**src/rtl/fetch_stage.sv**
```systemverilog
// Instruction-fetch stage: owns PCF, runs the req/ack instruction-memory port and loads
// the F/D pipeline register. Responses to requests overtaken by a redirect are discarded.
module fetch_stage #(
  parameter int unsigned     XLEN     = 32,
  parameter logic [XLEN-1:0] RESET_PC = '0
) (
  input  logic            clk,
  input  logic            reset,
  input  logic            StallD,
  input  logic            FlushD,
  input  logic            BranchTakenE,
  input  logic [XLEN-1:0] ALUResultE,
  input  logic            PCSrcW,
  input  logic [XLEN-1:0] ResultW,
  output logic            IMemReq,
  output logic [XLEN-1:0] IMemAddr,
  input  logic            IMemAck,
  input  logic [XLEN-1:0] IMemRData,
  output logic [XLEN-1:0] InstrD,
  output logic [XLEN-1:0] PCPlus8D,
  output logic            ValidD
);

  typedef enum logic [1:0] {StIdle, StReq, StDrop, StHold} fetchState_t;

  fetchState_t     stateQ, stateD;
  logic [XLEN-1:0] pcfQ, pcfD;
  logic [XLEN-1:0] pendPcQ, pendPcD;
  logic [XLEN-1:0] bufQ, bufD;
  logic [XLEN-1:0] instrNext, pcPlus8Next;
  logic            validNext;

  logic            redirect;
  logic [XLEN-1:0] targetRaw, target;
  logic            deliver;
  logic [XLEN-1:0] deliverWord;

  assign redirect  = PCSrcW | BranchTakenE;
  assign targetRaw = PCSrcW ? ResultW : ALUResultE;
  assign target    = {targetRaw[XLEN-1:2], 2'b00};

  // PCF only moves once the outstanding request is acked, so the address stays stable in DROP.
  assign IMemAddr = pcfQ;

  always_comb begin
    stateD      = stateQ;
    pcfD        = pcfQ;
    pendPcD     = pendPcQ;
    bufD        = bufQ;
    IMemReq     = 1'b0;
    deliver     = 1'b0;
    deliverWord = IMemRData;
    case (stateQ)
      StIdle: begin
        stateD = StReq;
        if (redirect) pcfD = target;
      end
      StReq: begin
        IMemReq = 1'b1;
        if (IMemAck) begin
          if (redirect) begin
            pcfD = target;
          end else if (!FlushD) begin
            if (StallD) begin
              bufD   = IMemRData;
              stateD = StHold;
            end else begin
              deliver = 1'b1;
            end
          end
        end else if (redirect) begin
          pendPcD = target;
          stateD  = StDrop;
        end
      end
      StDrop: begin
        IMemReq = 1'b1;
        if (redirect) pendPcD = target;
        if (IMemAck) begin
          pcfD   = redirect ? target : pendPcQ;
          stateD = StReq;
        end
      end
      StHold: begin
        deliverWord = bufQ;
        if (redirect) begin
          pcfD   = target;
          stateD = StReq;
        end else if (FlushD) begin
          stateD = StReq;
        end else if (!StallD) begin
          deliver = 1'b1;
          stateD  = StReq;
        end
      end
      default: stateD = StIdle;
    endcase
    if (deliver) pcfD = pcfQ + XLEN'(4);
  end

  always_comb begin
    instrNext   = InstrD;
    pcPlus8Next = PCPlus8D;
    validNext   = ValidD;
    if (FlushD) begin
      instrNext = '0;
      validNext = 1'b0;
    end else if (StallD) begin
      instrNext = InstrD;
    end else if (deliver) begin
      instrNext   = deliverWord;
      pcPlus8Next = pcfQ + XLEN'(8);
      validNext   = 1'b1;
    end else begin
      instrNext = '0;
      validNext = 1'b0;
    end
  end

  always_ff @(posedge clk) begin
    if (!reset) begin
      stateQ   <= StIdle;
      pcfQ     <= RESET_PC;
      pendPcQ  <= '0;
      bufQ     <= '0;
      InstrD   <= '0;
      PCPlus8D <= '0;
      ValidD   <= 1'b0;
    end else begin
      stateQ   <= stateD;
      pcfQ     <= pcfD;
      pendPcQ  <= pendPcD;
      bufQ     <= bufD;
      InstrD   <= instrNext;
      PCPlus8D <= pcPlus8Next;
      ValidD   <= validNext;
    end
  end

endmodule

```
**config.mk**
```make
export PLATFORM = sky130hd
export DESIGN_NAME = fetch_stage
export DESIGN_NICKNAME = d
export VERILOG_FILES = /design/src/rtl/fetch_stage.sv
export SDC_FILE = /design/constraint.sdc
export NUM_CORES = 1
export LEC_CHECK = 0
export CAP_MARGIN = 20
export CORE_UTILIZATION = 35
export CTS_BUF_LIST = sky130_fd_sc_hd__clkbuf_2
export DETAILED_ROUTE_END_ITERATION = 16
export SETUP_SLACK_MARGIN = 0.1
export SYNTH_ARGS = -nofsm -noshare
export SYNTH_HDL_FRONTEND = slang
export SYNTH_SLANG_ARGS = --single-unit
export TNS_END_PERCENT = 50
```
**constraint.sdc**
```tcl
create_clock -name clk -period 6.85 [get_ports clk]
set_clock_uncertainty 0.1 [all_clocks]
set_input_delay 2.055 -clock clk [delete_from_list [all_inputs] [get_ports clk]]
set_output_delay 2.055 -clock clk [all_outputs]
set_load 0.03 [all_outputs]
```
======== Yosys cells after proc, flatten, opt, wreduce, memory -nomap -nowiden ========
Cells that the tools add are included.
storage, ports and cells
  bits in registers ....................... 163
  output and inout port bits .............. 98
  word-level logic and storage cells ...... 64
operators by class
  $add $sub $neg .......................... 2
  eq/ne operators ......................... 12
  multiplexer cells ....................... 28
  bitwise gates (word level) .............. 5
  reductions and logical operators ........ 10
operator list
  operator                                             count
  2-to-1 mux 32 bit                                    9
  one-hot mux 32 bit (3 select lines)                  1
  one-hot mux 32 bit (2 select lines)                  1
  adder 32 x 3 -> 32 bit, second input constant        1
  adder 32 x 4 -> 32 bit, second input constant        1
  2-to-1 mux 2 bit                                     9
  inequality test 3 bit, second input constant         6
  one-hot mux 2 bit (4 select lines)                   1
  2-to-1 mux 1 bit                                     6
  AND reduction 6 bit                                  1
  OR reduction 2 bit                                   3
  AND reduction 5 bit                                  1
  equality test 2 bit, second input constant           2
  inequality test 2 bit, second input constant         2
  inequality test 4 bit, second input constant         1
  inverter 1 bit                                       4
  AND reduction 2 bit                                  2
  AND reduction 3 bit                                  1
  equality test 2 x 1 -> 1 bit, second input constant  1
  logical NOT 2 bit                                    1
  one-hot mux 1 bit (2 select lines)                   1
  nonzero test 2 bit                                   1
  OR 1 bit                                             1

======== Depth between registers and ports, before layout ========
  depth after elaboration ................. 7
  depth in mapped cells ................... 9

======== Least setup slack after synthesis ========
OpenSTA, ideal clock, no wires.
  kind .................................... in2reg
  from .................................... in StallD
  to ...................................... reg pcfQ[29] (netlist: IMemAddr[29])
  arrival time ............................ 3639 ps
  required time ........................... 6630 ps
  setup slack ............................. 2992 ps
  stages on the path ...................... 5
  path buffers ............................ 1
  cell sequence ........................... buf_6 -> or4_4 -> o22a_1 -> o311a_1 -> o31a_1
on the way
  longest elaborated chain between the ends .. 7
RTL lines
  element                               line    source
  start: declaration                    9       input logic StallD,
  2-to-1 mux 1 bit *                    64, 91
  2-to-1 mux 1 bit *                    63      end else if (!FlushD) begin
  2-to-1 mux 1 bit *                    61      if (redirect) begin
  2-to-1 mux 1 bit                      60      if (IMemAck) begin
  one-hot mux 1 bit (2 select lines) *  53      case (stateQ)
  inequality test 3 bit (no line)       -
  AND reduction 2 bit (no line)         -
  end signal: assignment                131     pcfQ <= pcfD;
  end: declaration                      27      logic [XLEN-1:0] pcfQ, pcfD;
Mark *: on every way between the ends. The rest lies on a longest branch, timed or not.
A chain may end at the register's enable or synchronous reset.

======== Worst setup path in the final report ========
  from .................................... reg stateQ[0]
  to ...................................... out IMemReq
on the way
  longest elaborated chain between the ends .. 3
RTL lines
  element                                                              line  source
  start: declaration                                                   26    fetchState_t stateQ, stateD;
  start signal: assignment                                             122   stateQ <= StIdle;
  start signal: assignment                                             130   stateQ <= stateD;
  equality test 2 bit or equality test 2 x 1 -> 1 bit (tied branches)  53
  OR reduction 2 bit (no line) *                                       -
  2-to-1 mux 1 bit *                                                   53
  end: declaration                                                     15    output logic IMemReq,
Marked as above.

==> metrics <==
Die H=151.8 um; Die Span X=151.8 um; syn nets=1077; cell with the most instances after synthesis=dfxtp_1; Cell Area, Synth=7850 um^2; status=completed; WL per Instance=16.79 um; R2R Path End=IMemAddr[29]$_SDFFE_PN0P_; maxcap violations=0; Post-CTS Setup Bufs=0; Commonest cells post-synth=dfxtp_1 (163), nor2_1 (133), nand2_1 (124); Min Hold Slack=0.3731 ns; Power Density=198.8 nW/um^2; RSZ-0062 raised after global routing=false; 1st-iter DRT viols=523; syn avg cell area=8.101 um^2; LEAKAGE=3.381 nW; worst endpoint required time=4.70 ns; I/O Buffers=196; DRC violations left=0; Num CTS Buffers=17; Final Max Tran Viols=0; CP peak stage delay=0.69 ns; metal2 WL=10100 um; vias in the first global route=6514; Synth async-reset ratio=0%; CTS tree=built; drt via density=5.257; R2R Setup Slk=3.28 ns; GP Congestion=0.8351; Synth top area share=41.57%; Final Net Count=approximately 1200; root buffer cell=clkbuf_2; Top Ports=201; met3 wire length=1084 um; Final Hold Viols=0; final setup fails=0; crit start category=flop; Cell Chain, Critical Path=inv_1 > ha_1 > inv_1 > clkdlybuf4s50_1; clock tree buffer depth=2; Initial Util=between 30% and 40%; Top Layer Used=met4; Final min period=4.409 ns; startpoint of the worst register-to-register path=stateQ[0]$_SDFFE_PN0P_; row count=54; Worst IR Drop VDD=0.00009676 V; sequential share of the synthesized area=41.57%; core area=21890 um^2; Worst path slowest cell=clkdlybuf4s50_1; GRT Total Usage=20.52%; worst hold endpoint=bufQ[6]$_SDFFE_PN0P_; post-DP HPWL=between 15000 and 20000 um; worst hold start=bufQ[6]$_SDFFE_PN0P_; CP Data Arrival Time=2.25 ns; final worst-path cycle share=approximately 64%; most used cell, CP=inv_1; Hold Buf Count CTS=0; largest net degree at the start of global routing=65; DRT antenna net count=0; largest cells by area after synthesis=dfxtp_1 (42%), mux2i_1 (8.0%), a21oi_1 (7.4%); DR pass1 iterations=5; wl on met1=approximately 12000 um; worst relative slew slack=25.26%; fill count=2211; ys flop type=dfxtp_1; Synth-to-Final Area Change=29.12%; CTS HTree Levels=4; Total Wirelength=23630 um; Clock Latency Late Sink=about 0.75 ns; routed vias=7397; reg2reg path depth=6; CTS resizes=0; Fin Setup TNS=0 ns; Synth area leader=dfxtp_1; # clock sinks=163; Unique masters post-synth=66; Cells on Worst Hold Path=2; Crit Path Class=flop to output pin; first-pass GRT wire length=36350 um; number of synthesized flops with an enable pin=0; fmax=0.2268 GHz; Worst Max-Slew Pin Slew=1.121 ns; Yosys reg bits=163; Hold WC Path Type=flop to flop; worst-path fanout max=3; Setup crit end kind=output pin; GRT overflow=0; initial antenna violation count=1; cells after synthesis=969; ratio of cells with drive above 1 in the final layout=~6.3%; worst setup path startpoint=stateQ[0]$_SDFFE_PN0P_; die area=about 23000 um^2; CTS clk-pin slew, worst paths=approximately 0.26 ns; Synth Warn #=0
state kept, by name (all words and copies together) (netlist names):
| signal | flops |
|---|---|
| bufQ | 32 |
| pendPcQ | 32 |
| IMemAddr | 32 |
| ValidD | 1 |
| stateQ | 2 |
| InstrD | 32 |
| PCPlus8D | 32 |
final cells by class:
| cell class | count | area, um^2 | share of cell area (%) |
|---|---|---|---|
| antenna | 1 | 2.502 | 0.02469 |
| timing repair buffer | 209 | 2058 | 20.31 |
| tap | 280 | 350.3 | 3.456 |
| clock buffer | 17 | 85.08 | 0.8394 |
| sequential | 163 | 3263 | 32.19 |
| inverter | 6 | 23.77 | 0.2345 |
| clock inverter | 15 | 137.6 | 1.358 |
| multi-input combinational | 716 | 4215 | 41.59 |
routing by layer:
layer  up-vias  track usage, %
met2       204           29.09
met1      3420           31.04
met5         -               0
li1       3743               -
met4         0           5.594
met3        30           3.892
critical path, delay by kind of cell, from the launching register on:
| kind | cells | cell delay [ns] |
|---|---|---|
| buffers and inverters | 3 | 0.82 |
| flip-flops | 1 | 0.42 |
| adder cells (fa/ha/maj) | 1 | 0.29 |
through the flow:
stage	area [um^2]	instances	utilization (%)	total power, W	worst slack [ns]
after CTS	10120	1405	46.24	0.002029	2.356
after global placement	9899	1373	45.22	0.001508	1.705
after detailed placement	9899	1373	45.22	0.001512	1.666
after global routing	10140	1407	46.30	0.002119	2.287
final	10140	1407	46.30	0.002015	2.441
after floorplan	7850	969	-	0.001328	2.992
kinds of logic (layout without fill, tap and decap cells):
logic type	count (synthesis)	count (layout)	share of synthesized area, %
AO/OA/AOI/OAI	260	260	20.24
XOR/XNOR	25	25	2.789
adder cells (fa/ha/maj)	5	5	0.7969
buffers and inverters	90	247	5.005
flip-flops	163	163	41.57
multiplexers	69	69	8.894
other	0	1	0
AND/OR/NAND/NOR	357	357	20.70
report_power, final:
group,total [W],switching (W),internal (W)
Clock,0.000518,0.000403,0.000116
Sequential,0.00107,0.0000661,0.00100
Combinational,0.000430,0.000237,0.000192
how the worst max path moves through the flow:
stage / to / cells past startpoint
6_report: IMemReq / 4
5_1_grt: IMemReq / 4
4_1_cts: IMemReq / 4
3_5_place_dp: IMemAddr[29]$_SDFFE_PN0P_ / 6
3_3_place_gp: IMemAddr[29]$_SDFFE_PN0P_ / 6
2_1_floorplan: IMemAddr[29]$_SDFFE_PN0P_ / 5
cell usage in the layout, fill, tap and decap left out, types with 9 or more instances in the layout:
cell	netlist	routed
o211ai_1	9	9
clkbuf_2	0	17
xor2_1	11	11
nand2_1	124	124
a21oi_1	116	115
clkdlybuf4s50_1	0	195
nand4_1	16	16
mux2i_1	63	63
dfxtp_1	163	163
a211oi_1	44	44
nor2_1	133	133
buf_4	3	12
a31oi_1	10	10
xnor2_1	14	14
o21ai_0	38	38
or3_1	9	9
nand3_1	19	19
Note: power is estimated with default switching activity, not from simulation.
